$ cat src/rtl/fnd_pkg.sv
// Shared constants and types for the FND scan controller.
package fnd_pkg;

  localparam int DIGITS       = 4;
  localparam int SCAN_DIV_DEF = 100_000;
  localparam int GUARD_DEF    = 1_000;

  localparam logic [3:0] CODE_DOT   = 4'hE;
  localparam logic [3:0] CODE_BLANK = 4'hF;

  typedef logic [DIGITS-1:0] com_t;

  typedef enum logic [1:0] {
    ST_INIT  = 2'd0,
    ST_SHOW  = 2'd1,
    ST_GUARD = 2'd2
  } scan_state_t;

endpackage

$ cat src/rtl/fnd_scan_ctrl_bcd_to_seg.sv
// Digit code to active-low {g..a} segment pattern; E and F light nothing so dp can stand alone.
module bcd_to_seg (
  input  logic [3:0] code,
  output logic [6:0] seg7
);

  always_comb begin
    seg7 = 7'h7F;
    case (code)
      4'h0: seg7 = 7'h40;
      4'h1: seg7 = 7'h79;
      4'h2: seg7 = 7'h24;
      4'h3: seg7 = 7'h30;
      4'h4: seg7 = 7'h19;
      4'h5: seg7 = 7'h12;
      4'h6: seg7 = 7'h02;
      4'h7: seg7 = 7'h78;
      4'h8: seg7 = 7'h00;
      4'h9: seg7 = 7'h10;
      4'hA: seg7 = 7'h08;
      4'hB: seg7 = 7'h03;
      4'hC: seg7 = 7'h46;
      4'hD: seg7 = 7'h21;
      default: seg7 = 7'h7F;
    endcase
  end

endmodule

$ cat src/rtl/fnd_scan_ctrl.sv
// Four-digit multiplexed FND scanner with per-digit guard gap and per-frame value snapshot.
// Optional leading-zero blanking when FND_LZ_BLANK_EN is defined.
//
//   state    | meaning
//   ST_INIT  | first edge after reset: take snapshot, outputs held at reset values
//   ST_SHOW  | cnt < SCAN_DIV-GUARD: selected common driven (if en)
//   ST_GUARD | trailing GUARD cycles of the window: all commons off
module fnd_scan_ctrl
  import fnd_pkg::*;
#(
  parameter int SCAN_DIV = SCAN_DIV_DEF,
  parameter int GUARD    = GUARD_DEF
) (
  input  logic        clk,
  input  logic        reset_p,
  input  logic        en,
  input  logic [15:0] value,
  input  logic [3:0]  dot_en,
  output logic [7:0]  seg,
  output logic [3:0]  com,
  output logic        frame_done
);

  localparam int CW = $clog2(SCAN_DIV);
  localparam logic [CW-1:0] LAST     = CW'(SCAN_DIV - 1);
  localparam logic [CW-1:0] SHOW_LEN = CW'(SCAN_DIV - GUARD);

  scan_state_t   state;
  logic [CW-1:0] cnt;
  logic [CW-1:0] cnt_inc;
  logic [1:0]    idx;
  logic [15:0]   snap;
  logic [3:0]    digit;
  logic [3:0]    code;
  logic [6:0]    seg7;

`ifdef FND_LZ_BLANK_EN
  logic [3:0] lz;
`endif

  always_comb begin
    cnt_inc = cnt + CW'(1);
    digit   = snap[{idx, 2'b00} +: 4];
`ifdef FND_LZ_BLANK_EN
    // A digit is blank only if it and every digit to its left are zero.
    lz    = 4'b0000;
    lz[3] = (snap[15:12] == 4'h0);
    lz[2] = lz[3] && (snap[11:8] == 4'h0);
    lz[1] = lz[2] && (snap[7:4] == 4'h0);
    code  = lz[idx] ? (dot_en[idx] ? CODE_DOT : CODE_BLANK) : digit;
`else
    code  = digit;
`endif
  end

  bcd_to_seg u_dec (
    .code (code),
    .seg7 (seg7)
  );

  always_ff @(posedge clk or posedge reset_p) begin
    if (reset_p) begin
      state      <= ST_INIT;
      cnt        <= '0;
      idx        <= '0;
      snap       <= '0;
      com        <= 4'hF;
      seg        <= 8'hFF;
      frame_done <= 1'b0;
    end else begin
      case (state)
        ST_INIT: begin
          snap       <= value;
          com        <= 4'hF;
          seg        <= 8'hFF;
          frame_done <= 1'b0;
          state      <= ST_SHOW;
        end
        default: begin
          seg        <= {~dot_en[idx], seg7};
          com        <= (state == ST_SHOW && en) ? ~(com_t'(1) << idx) : 4'hF;
          frame_done <= (cnt == '0) && (idx == 2'd0);
          if (cnt == LAST) begin
            cnt   <= '0;
            idx   <= idx + 2'd1;
            state <= ST_SHOW;
            // Latch the next frame's value as digit 3 finishes.
            if (idx == 2'd3)
              snap <= value;
          end else begin
            cnt   <= cnt_inc;
            state <= (cnt_inc < SHOW_LEN) ? ST_SHOW : ST_GUARD;
          end
        end
      endcase
    end
  end

endmodule

$ cat config.mk
export PLATFORM = sky130hd
export DESIGN_NAME = fnd_scan_ctrl
export DESIGN_NICKNAME = d
export VERILOG_FILES = /design/src/rtl/fnd_pkg.sv /design/src/rtl/fnd_scan_ctrl_bcd_to_seg.sv /design/src/rtl/fnd_scan_ctrl.sv
export SDC_FILE = /design/constraint.sdc
export NUM_CORES = 1
export LEC_CHECK = 0
export CAP_MARGIN = 15
export CORE_ASPECT_RATIO = 1.75
export CORE_MARGIN = 1.5
export CORE_UTILIZATION = 25
export CTS_BUF_LIST = sky130_fd_sc_hd__clkbuf_8
export DETAILED_ROUTE_END_ITERATION = 8
export PLACE_DENSITY = 0.41
export SLEW_MARGIN = 10
export SYNTH_ARGS = -nofsm -noshare
export SYNTH_HDL_FRONTEND = slang
export SYNTH_SLANG_ARGS = --single-unit
export TNS_END_PERCENT = 10
$ cat constraint.sdc
create_clock -name clk -period 3.2 [get_ports clk]
set_input_delay 0.8 -clock clk [delete_from_list [all_inputs] [get_ports clk]]
set_output_delay 0.8 -clock clk [all_outputs]
set_load 0.01 [all_outputs]
[Word level (Yosys, flattened, before mapping)]
Memories as Yosys holds them, arrays and structs flattened.
Cells that the tools add are included.
Storage, ports and cells
  register bits after elaboration: 50
  bits in read-only memories: 112
  input port bits: 23
  output and inout port bits: 13
  logic and storage cells: 42
  memories kept: 1
Memory list
  (no name shown): words 16, width 7, read ports 1, clocked after Yosys merged registers in 0, write ports 0, RTL line fnd_scan_ctrl_bcd_to_seg.sv:9  | case (code)
Operators by class
  add/subtract/negate cells: 2
  magnitude comparators: 2
  eq/ne operators: 3
  shift-type cells: 2
  multiplexer cells: 13
  bitwise gates (word level): 3
  reductions and logical operators: 9
Operators by type and width (count)
  16-bit two-way mux: 3
  17-bit by 1-bit adder with 17-bit output, second input constant: 1
  17-bit equality test, second input constant: 1
  17-bit zero test: 1
  17-bit < comparator, second input constant: 1
  17-bit two-way mux: 1
  16-bit by 5-bit variable part select with 4-bit output: 1
  4-bit two-way mux: 2
  8-bit two-way mux: 1
  2-bit two-way mux: 3
  2-bit zero test: 2
  4-bit NOT: 1
  2-bit AND reduction: 2
  2-bit nonzero test: 2
  1-bit by 2-bit left shift with 4-bit output, first input constant: 1
  2-bit by 3-bit < comparator with 1-bit output, second input constant: 1
  2-bit by 1-bit adder with 2-bit output, second input constant: 1
  1-bit binary-select mux with 2-bit select: 1
  2-bit by 1-bit equality test with 1-bit output, second input constant: 1
  2-bit equality test, second input constant: 1
  1-bit logical AND: 2
  1-bit two-way mux: 2
  1-bit NOT: 2

[Logic depth before layout (Yosys ltp)]
Gate-level depths: netlist of the first run.
  word-level depth: 5
  depth in mapped cells: 8

[Cells and area by module]
Synthesis of the first run repeated with hierarchy kept, for this count alone.
Second synthesis, totals
  cells, all modules: 267
  area, all modules: 2927.8 um2
By module, submodules not included
  fnd_scan_ctrl: times used 1, cells an instance 239, area an instance 2673.8 um2, seq. area each 1266.2 um2
  bcd_to_seg: times used 1, cells an instance 28, area an instance 254.0 um2, seq. area each 0.0 um2

[Worst setup path before layout of the first run]
Ideal clock, no wire load.
  path type: reg-to-reg
  from: reg idx[0]
  to: reg seg[0]
  library setup time: 0.084 ns
  arrival time: 2.156 ns
  slack: 0.960 ns
  stages on the path, launching flop included: 8
  path through: dfrtp_1 > buf_2 > mux4_2 > inv_1 > ha_1 > inv_1 > mux4_2 > or2_2
Between the ends
  cells in the longest elaborated chain, start to end: 3
RTL lines
  start, declared: RTL line fnd_scan_ctrl.sv:31  | logic [1:0] idx;
  start signal, assigned: RTL line fnd_scan_ctrl.sv:85  | idx <= idx + 2'd1;
  16-bit by 5-bit variable part select with 4-bit output: RTL line fnd_scan_ctrl.sv:43  | digit = snap[{idx, 2'b00} +: 4];
  memory 16 x 7 bit
  8-bit two-way mux: RTL line fnd_scan_ctrl.sv:71  | case (state)
  end signal, assigned: RTL line fnd_scan_ctrl.sv:80  | seg <= {~dot_en[idx], seg7};
  end, declared: RTL line fnd_scan_ctrl.sv:19  | output logic [7:0] seg,
Every way passes these cells.
A chain may end at the register's enable or synchronous reset.

[Worst setup path after layout of the first run]
  from: reg cnt[0]
  to: reg snap[3]
Between the ends
  cells in the longest elaborated chain, start to end: 3
RTL lines
  start, declared: RTL line fnd_scan_ctrl.sv:29  | logic [CW-1:0] cnt;
  start signal, assigned: RTL line fnd_scan_ctrl.sv:91  | cnt <= cnt_inc;
  17-bit equality test: RTL line fnd_scan_ctrl.sv:83  | if (cnt == LAST) begin
  2-bit nonzero test (no line)
  2-bit AND reduction (no line)
  end signal, assigned: RTL line fnd_scan_ctrl.sv:73  | snap <= value;
  end signal, assigned: RTL line fnd_scan_ctrl.sv:89  | snap <= value;
  end, declared: RTL line fnd_scan_ctrl.sv:32  | logic [15:0] snap;
Every way passes these cells.

==> impl_metrics.py, run 1 <==
metrics = {
    "sta": {
        "hold_violations": 0,
        "rsz0062_at_grt": "no",
        "tightest_slew_ps": 1148,
        "finalSetupViolCount": 0,
        "period_needed_ps": 2703,
        "final.setup.tns_ps": 0,
        "slew_headroom_pct": 23.44,
        "slew_viol_final": 0,
        "clock.fmax_ghz": 0.3700,
        "clock_skew_ps": 9.793,
        "fin_crit_sh_pct": 84.46,
        "worst_slack_ps": 497.4,
    },
    "power_and_ir_drop": {
        "p_leak_nw": 1.379,
        "vdd_ir_drop_max_uv": 188.8,
        "power_density_nw_per_um2": 349.3,
    },
    "worst_setup_path": {
        "rr_worst_depth": 6,
        "ff2ff_setup_slack_ps": 500,
        "cp_max_fo": 16,
        "cp_top_family": "simple AND/OR/NAND/NOR gates",
        "crit_path_end": "snap[3]",
        "worst-path-stages": 6,
        "worstSetupPathType": "flop to flop",
        "r2r_end": "snap[3]",
        "slowest_stage": "nor4_2",
        "critical-path-max-stage-delay_ps": 540,
        "worstSetupStartpointType": "flop",
        "cp_data_arrival_time_ps": 2920,
        "cp_cell_sequence": "ha_1 > nand4_1 > nor4_2 > a21o_4 > o21ai_4 > mux2_4",
        "cp-startpoint": "cnt[0]",
        "worstPathRequired_ps": 3420,
        "timing.critical_path.buf_inv": 0,
        "crit_path_end_kind": "flop",
        "r2r_start": "cnt[0]",
    },
    "layout": {
        "final_cell_mix": "38 x dfrtp_1, 35 x clkdlybuf4s50_1, 23 x nand2_1",
        "syn_to_final_growth_pct": 19.26,
        "nets": 331,
        "fin_cells": 429,
        "antenna_cells": 0,
        "fin_area_sq_um": 3440,
        "final_common_cell": "dfrtp_1",
        "final_core_util_pct": 30.80,
        "drive_gt1_share_pct": 19.53,
    },
    "clocking": {
        "cts-root-buf": "clkbuf_8",
        "cts_tree": "yes",
        "numCtsBuffers": 5,
        "post_cts_buffers": 0,
        "holdBufCountCts": 0,
        "cts.clk_slew.worst_paths_ps": 100,
        "clock_latency_ps": 320,
        "post_cts_resized": 0,
        "htreeDepth": 2,
        "cts_buffer_depth": 2,
        "cts_sinks": 50,
    },
    "global_route": {
        "grt_antenna_before_repair": 0,
        "overflow": 0,
        "grt_pass1_vias": 2142,
        "grt_max_degree": 27,
        "grt_first_pass_wirelength_um": 11840,
        "grt_usage_pct": 12.28,
    },
    "floorplan": {
        "num_rows": 51,
        "die_area_sq_um": 12210,
        "initial_core_util_pct": 25.83,
        "fp.dieW_um": 84.19,
        "core_area_sq_um": 11170,
        "pin_count": 36,
        "die_h_um": 145.1,
    },
    "drt": {
        "drt-total-wl_um": 7129,
        "ant_nets": 0,
        "avgRoutedWirePerCell_um": 16.62,
        "dr.pass1.iters": 4,
        "drc": 0,
        "viasPerCell": 5.007,
        "drtIter0Drc": 131,
        "vias": 2148,
    },
    "synthesis": {
        "yosysWarnings": 0,
        "yosys.area.top_type_share_pct": 32.97,
        "netlist_area_sq_um": 2884,
        "async_flop_share_pct": 100.0,
        "synth_flop_cell": "dfrtp_1",
        "seq_area_frac_synth_pct": 43.90,
        "synthCells": 269,
        "avgSynthCellArea_sq_um": 10.72,
        "synth-seq-cells": 50,
        "synth.net_count": 304,
        "yosysTopAreaCell": "dfrtp_1",
        "synth.distinct_cells": 58,
        "synth_area_leaders": "dfrtp_1 33%, dfstp_2 11%, ha_1 5.2%, mux2_4 5.2%, mux4_2 4.7%",
        "synth_edf_count": 0,
    },
    "placed_design": {
        "place_congestion": 0.7778,
        "dp_slack_ps": 514.9,
        "port_buffers": 35,
        "place_area_sq_um": 3341,
        "place_inst": 421,
        "dp.final_hpwl_um": 5091,
    },
    "status": {
        "status": "finished clean",
    },
    "flow_run": {
        "cap_violations": 0,
    },
    "min_path": {
        "min_path_type": "flop to flop",
    },
}
logic make-up after synthesis:
family          synth area share (%)
simple gates                   16.57
compound gates                 13.84
flops                          43.90
buf+inv                        5.336
mux                            13.32
fa+ha+maj                      5.206
xor+xnor                       1.822
how the worst min path moves through the flow:
| stage | endpoint | slack [ps] | depth (start not counted) | start |
|---|---|---|---|---|
| after CTS | snap[8] | 520 | 1 | snap[8] |
| after global routing | snap[9] | 530 | 1 | snap[9] |
| final | snap[11] | 510 | 1 | snap[11] |
| after floorplan | snap[10] | 470 | 1 | snap[10] |
| after global placement | snap[8] | 490 | 1 | snap[8] |
| after detailed placement | snap[0] | 490 | 1 | snap[0] |
sequential cells by signal, indices dropped and copies added (netlist names):
name	cells
seg	8
cnt	17
frame_done	1
snap	16
state	2
idx	2
com	4
Yosys cell counts, types with 3 or more instances:
| library cell | instances |
|---|---|
| dfrtp_1 | 38 |
| nand2_1 | 23 |
| o21ai_0 | 18 |
| inv_1 | 16 |
| dfstp_2 | 12 |
| ha_1 | 12 |
| mux2_4 | 10 |
| nand3_1 | 10 |
| clkbuf_1 | 8 |
| nor3_1 | 8 |
| a21oi_1 | 7 |
| mux2_2 | 7 |
| mux4_2 | 6 |
| or3_1 | 6 |
| and3_1 | 5 |
| buf_2 | 5 |
| nand4_1 | 5 |
| nor2_1 | 5 |
| xnor2_1 | 5 |
| a31oi_1 | 4 |
| or2_2 | 4 |
| a22o_1 | 3 |
| buf_4 | 3 |
| nor2b_1 | 3 |
| o211ai_1 | 3 |
through the flow:
step	total power [mW]	hold slack [ps]
6_report	1.201	511.6
5_1_grt	1.260	534.2
4_1_cts	1.229	518.4
3_5_place_dp	0.7993	491.8
3_3_place_gp	0.7984	485.1
2_1_floorplan	0.7342	473.8
metal layers:
metal | vias up | GRT usage, % | share of wire, %
li1 | 1028 | - | -
met1 | 1079 | 14.34 | 42
met2 | 35 | 22.20 | 54
met3 | 6 | 1.650 | 2.3
met4 | 0 | 4.918 | 1.7
met5 | - | 0 | 0
final cells by class:
type / instances / area [sq um]
clock buffers: 6 / 82.58
multi-input cells: 185 / 1464
flip-flops and latches: 50 / 1266
well taps: 132 / 165.2
inverters: 16 / 60.06
fillers: 1129 / 7727
clock inverters: 2 / 16.27
repair buffers: 38 / 385.4
report_power, final:
group / leakage [nW] / switching (mW) / total (mW) / internal [mW]
combinational: 0.727 / 0.0477 / 0.118 / 0.0702
sequential: 0.605 / 0.00780 / 0.666 / 0.658
clock: 0.0478 / 0.239 / 0.418 / 0.179
Power figures use the tool's default switching activity.
==> inputs of run 2 (changes only) <==
- clock period: 3.2 -> 2.7 ns (I/O delays scaled with it)
==> run 2 against run 1 <==
Against the previous run:
- first-iteration DRC count is 5.3% lower
- power increased by 23%
- final cell count grew 2.6%
- clock skew grew 1.4 ps
- sequential cell count unchanged
- combinational power increased by 19%
- global-route usage decreased by 0.075 points
- maximum frequency grew 10%
- sequential power increased by 19%
- largest power group unchanged
- highest routed layer unchanged
==> impl_metrics.py, run 2 (synthesized netlist as in run 1, its figures left out) <==
metrics = {
    "floorplan": {
        "initial_core_util_pct": 25.83,
        "core_area_sq_um": 11170,
        "pin_count": 36,
        "num_rows": 51,
        "die_area_sq_um": 12210,
        "fp.dieW_um": 84.19,
        "die_h_um": 145.1,
    },
    "drt": {
        "drc": 0,
        "ant_nets": 0,
        "drtIter0Drc": 124,
        "vias": 2180,
        "viasPerCell": 4.955,
        "avgRoutedWirePerCell_um": 16.39,
        "drt-total-wl_um": 7212,
        "dr.pass1.iters": 4,
    },
    "placed_design": {
        "dp.final_hpwl_um": 5224,
        "place_area_sq_um": 3423,
        "port_buffers": 35,
        "place_congestion": 0.7608,
    },
    "worst_setup_path": {
        "timing.critical_path.buf_inv": 2,
        "cp_max_fo": 8,
        "worstSetupStartpointType": "flop",
        "ff2ff_setup_slack_ps": 250,
        "cp_data_arrival_time_ps": 2700,
        "slowest_stage": "mux4_2",
        "cp_top_family": "multiplexers",
        "cp-startpoint": "idx[0]",
        "worstPathRequired_ps": 2950,
        "critical-path-max-stage-delay_ps": 640,
        "crit_path_end_kind": "flop",
        "r2r_start": "idx[0]",
        "cp_cell_sequence": "mux4_2 > inv_1 > ha_1 > inv_1 > mux4_2 > or2_2",
        "worstSetupPathType": "flop to flop",
    },
    "sta": {
        "fin_hold_ws_ps": 509.9,
        "fin_crit_sh_pct": 90.74,
        "slew_viol_final": 0,
        "finalSetupViolCount": 0,
        "slew_headroom_pct": 55.31,
        "final.setup.tns_ps": 0,
        "clock_skew_ps": 11.19,
        "clock.fmax_ghz": 0.4082,
        "hold_violations": 0,
        "tightest_slew_ps": 667.9,
        "period_needed_ps": 2450,
        "rsz0062_at_grt": "no",
    },
    "layout": {
        "top_regs": "cnt: 17 flops, snap: 16 flops, seg: 8 flops",
        "top_register": "cnt",
        "final_cell_mix": "38 x dfrtp_1, 35 x clkdlybuf4s50_1, 23 x nand2_1",
        "drive_gt1_share_pct": 22.08,
        "final_core_util_pct": 31.64,
        "largest_register_ffs": 17,
        "syn_to_final_growth_pct": 22.52,
        "nets": 342,
        "final_common_cell": "dfrtp_1",
        "fin_area_sq_um": 3533,
        "antenna_cells": 0,
    },
    "clocking": {
        "cts-root-buf": "clkbuf_8",
        "cts_tree": "yes",
        "cts_sinks": 50,
        "holdBufCountCts": 0,
        "post_cts_buffers": 0,
        "clock_latency_ps": 320,
        "post_cts_resized": 0,
        "cts.clk_slew.worst_paths_ps": 100,
        "htreeDepth": 2,
        "cts_buffer_depth": 2,
        "numCtsBuffers": 5,
    },
    "min_path": {
        "min_path_type": "flop to flop",
        "min_from": "snap[8]",
    },
    "flow_run": {
        "cap_violations": 0,
    },
    "global_route": {
        "grt_usage_pct": 12.21,
        "grt_pass1_vias": 2310,
        "grt_max_degree": 51,
        "overflow": 0,
        "grt_first_pass_wirelength_um": 11850,
        "grt_antenna_before_repair": 0,
    },
    "power_and_ir_drop": {
        "power_density_nw_per_um2": 418.2,
        "power.total_mw": 1.478,
        "p_leak_nw": 1.444,
        "vdd_ir_drop_max_uv": 283.6,
    },
    "status": {
        "status": "finished clean",
    },
}
run 2: metrics by stage:
step | std cells | worst slack [ps]
detailed placement | 432 | 214.3
finish | 440 | 250.1
floorplan | 269 | 459.6
global route | 440 | 64.83
CTS | 440 | 200.9
global placement | 432 | 315.6
run 2: cell type report:
type,count,area (sq um)
Fill cell,1134,7634
Clock buffer,5,68.82
Clock inverter,3,41.29
Timing Repair Buffer,49,467.9
Inverter,16,60.06
Tap cell,132,165.2
Sequential cell,50,1266
Multi-Input combinational cell,185,1464
run 2: worst paths after layout:
path / to / cells after the start
worst max-delay path: seg[0] / 6
worst max register to register: seg[0] / 6
worst min-delay path: snap[8] / 1
worst min register to register: snap[8] / 1
min in group asynchronous: cnt[15] / 3
max in group asynchronous: seg[7] / 3
run 2: layer usage:
metal,track usage (%),up-vias,wire [um]
met4,5.082,0,145
met3,1.650,8,183
met5,0,-,0
li1,-,1052,-
met2,22.48,45,3915
met1,13.78,1075,2967
run 2: worst register-to-register path: cells and delay by family, from the launching register on:
family	cells	cell delay [ps]
fa+ha+maj	1	190
flops	1	630
simple gates	1	280
buf+inv	2	200
mux	2	1080
run 2: where the power goes:
| part | total [mW] | switching [mW] | internal [mW] |
|---|---|---|---|
| sequential | 0.790 | 0.00974 | 0.780 |
| clock | 0.547 | 0.274 | 0.273 |
| combinational | 0.141 | 0.0575 | 0.0835 |
==> inputs of run 3 (changes only) <==
- clock period: 2.7 -> 2.3 ns (I/O delays scaled with it)
==> run 3 against run 2 <==
Against the previous run:
- sequential power up 17%
- largest power group unchanged
- worst setup slack worse by 140 ps
- routed wire length unchanged
- core utilization up 0.71 points
- cell area up 2.2%
==> impl_metrics.py, run 3 (synthesized netlist as in run 1, its figures left out) <==
metrics = {
    "status": {
        "status": "finished clean",
    },
    "sta": {
        "period_needed_ps": 2188,
        "finalSetupViolCount": 0,
        "clock_skew_ps": 8.211,
        "rsz0062_at_grt": "no",
        "tightest_slew_ps": 681.3,
        "fin_crit_sh_pct": 95.15,
        "worst_slack_ps": 111.7,
        "clock.fmax_ghz": 0.4570,
        "slew_headroom_pct": 54.41,
        "fin_hold_ws_ps": 510.5,
        "slew_viol_final": 0,
        "hold_violations": 0,
        "final.setup.tns_ps": 0,
    },
    "power_and_ir_drop": {
        "p_sw_mw": 0.4100,
        "pwr-share-clk_pct": 34.8,
        "p_comb_share_pct": 9.8,
        "p_leak_nw": 1.491,
        "p_int_mw": 1.264,
        "power.total_mw": 1.674,
        "netSwitchingFraction_pct": 24.50,
        "vdd_ir_drop_max_uv": 255.7,
        "seqPwrFrac_pct": 55.4,
        "power_density_nw_per_um2": 463.3,
    },
    "worst_setup_path": {
        "rr_worst_depth": 6,
        "worstSetupPathType": "flop to flop",
        "cp_max_fo": 6,
        "r2r_end": "seg[0]",
        "worstSetupStartpointType": "flop",
        "crit_path_end": "seg[0]",
        "cp_data_arrival_time_ps": 2440,
        "r2r_start": "idx[0]",
        "worstPathRequired_ps": 2550,
        "crit_path_end_kind": "flop",
        "cp-startpoint": "idx[0]",
        "ff2ff_setup_slack_ps": 110,
    },
    "min_path": {
        "min_path_type": "flop to flop",
        "min_path_cells": 1,
    },
    "layout": {
        "largest_register_ffs": 17,
        "fin_cells": 450,
        "top_regs": "cnt: 17 flops, snap: 16 flops, seg: 8 flops",
        "drive_gt1_share_pct": 25.16,
        "final_cell_mix": "37 x dfrtp_1, 35 x clkdlybuf4s50_1, 23 x nand2_1",
        "nets": 352,
        "final_common_cell": "dfrtp_1",
        "antenna_cells": 0,
        "syn_to_final_growth_pct": 25.25,
        "top_register": "cnt",
    },
    "drt": {
        "avgRoutedWirePerCell_um": 16.03,
        "dr.pass1.iters": 4,
        "ant_nets": 0,
        "drtIter0Drc": 107,
        "drc": 0,
        "vias": 2232,
        "drt-total-wl_um": 7212,
        "viasPerCell": 4.960,
    },
    "global_route": {
        "grt_max_degree": 51,
        "grt_antenna_before_repair": 0,
        "grt_pass1_vias": 2337,
        "grt_first_pass_wirelength_um": 11870,
        "overflow": 0,
        "grt_usage_pct": 12.27,
    },
    "floorplan": {
        "die_h_um": 145.1,
        "core_area_sq_um": 11170,
        "pin_count": 36,
        "initial_core_util_pct": 25.83,
        "die_area_sq_um": 12210,
        "num_rows": 51,
        "fp.dieW_um": 84.19,
    },
    "clocking": {
        "cts_tree": "yes",
        "post_cts_buffers": 0,
        "cts_sinks": 50,
        "numCtsBuffers": 5,
        "cts_buffer_depth": 2,
        "holdBufCountCts": 0,
        "htreeDepth": 2,
        "cts.clk_slew.worst_paths_ps": 100,
        "cts-root-buf": "clkbuf_8",
        "clock_latency_ps": 320,
    },
    "placed_design": {
        "port_buffers": 35,
        "place_congestion": 0.7929,
        "dp_slack_ps": 64.78,
        "dp.final_hpwl_um": 5289,
        "place_inst": 442,
    },
    "flow_run": {
        "cap_violations": 0,
    },
}
## run 3: per-stage QoR
step	util [%]	instance area, sq um
final	32.35	3612
after global routing	32.35	3612
after CTS	32.34	3611
after detailed placement	31.44	3511
after global placement	31.44	3511
after floorplan	-	2884
## run 3: per-layer routing
metal	track usage [%]	vias up	share of wire (%)
li1	-	1074	-
met1	13.99	1093	41
met2	21.96	49	54
met3	1.763	16	3.1
met4	5.902	0	2.7
met5	0	-	0
## run 3: how the worst min path moves through the flow
stage | end | start
floorplan | snap[10] | snap[10]
global placement | snap[11] | snap[11]
detailed placement | snap[9] | snap[9]
CTS | snap[9] | snap[9]
global route | snap[12] | snap[12]
finish | snap[9] | snap[9]
## run 3: layout make-up
type | instances | area (sq um)
multi-input combinational | 185 | 1464
fill | 1124 | 7555
clock inverter | 2 | 17.52
clock buffer | 6 | 82.58
tap | 132 | 165.2
timing repair buffer | 59 | 555.5
sequential | 50 | 1267
inverter | 16 | 60.06
## run 3: power groups by stage
| stage | registers [mW] | logic, mW | clock network [mW] |
|---|---|---|---|
| after floorplan | 0.948 | 0.0734 | 0 |
| after global placement | 0.944 | 0.168 | 0 |
| after detailed placement | 0.945 | 0.169 | 0 |
| after CTS | 0.928 | 0.169 | 0.613 |
| after global routing | 0.931 | 0.180 | 0.638 |
| final | 0.927 | 0.165 | 0.582 |
## run 3: critical path, cell delays in order, from the launching register on
cell     delay, ps
dfrtp_2        430
mux4_2         580
inv_1          160
ha_1           190
inv_1           40
mux4_2         440
or2_2          280
## run 3: what timing repair did
item	in CTS	in global routing
hold endpoints to repair	0	0
resized for setup	0	1
setup endpoints to repair	0	1
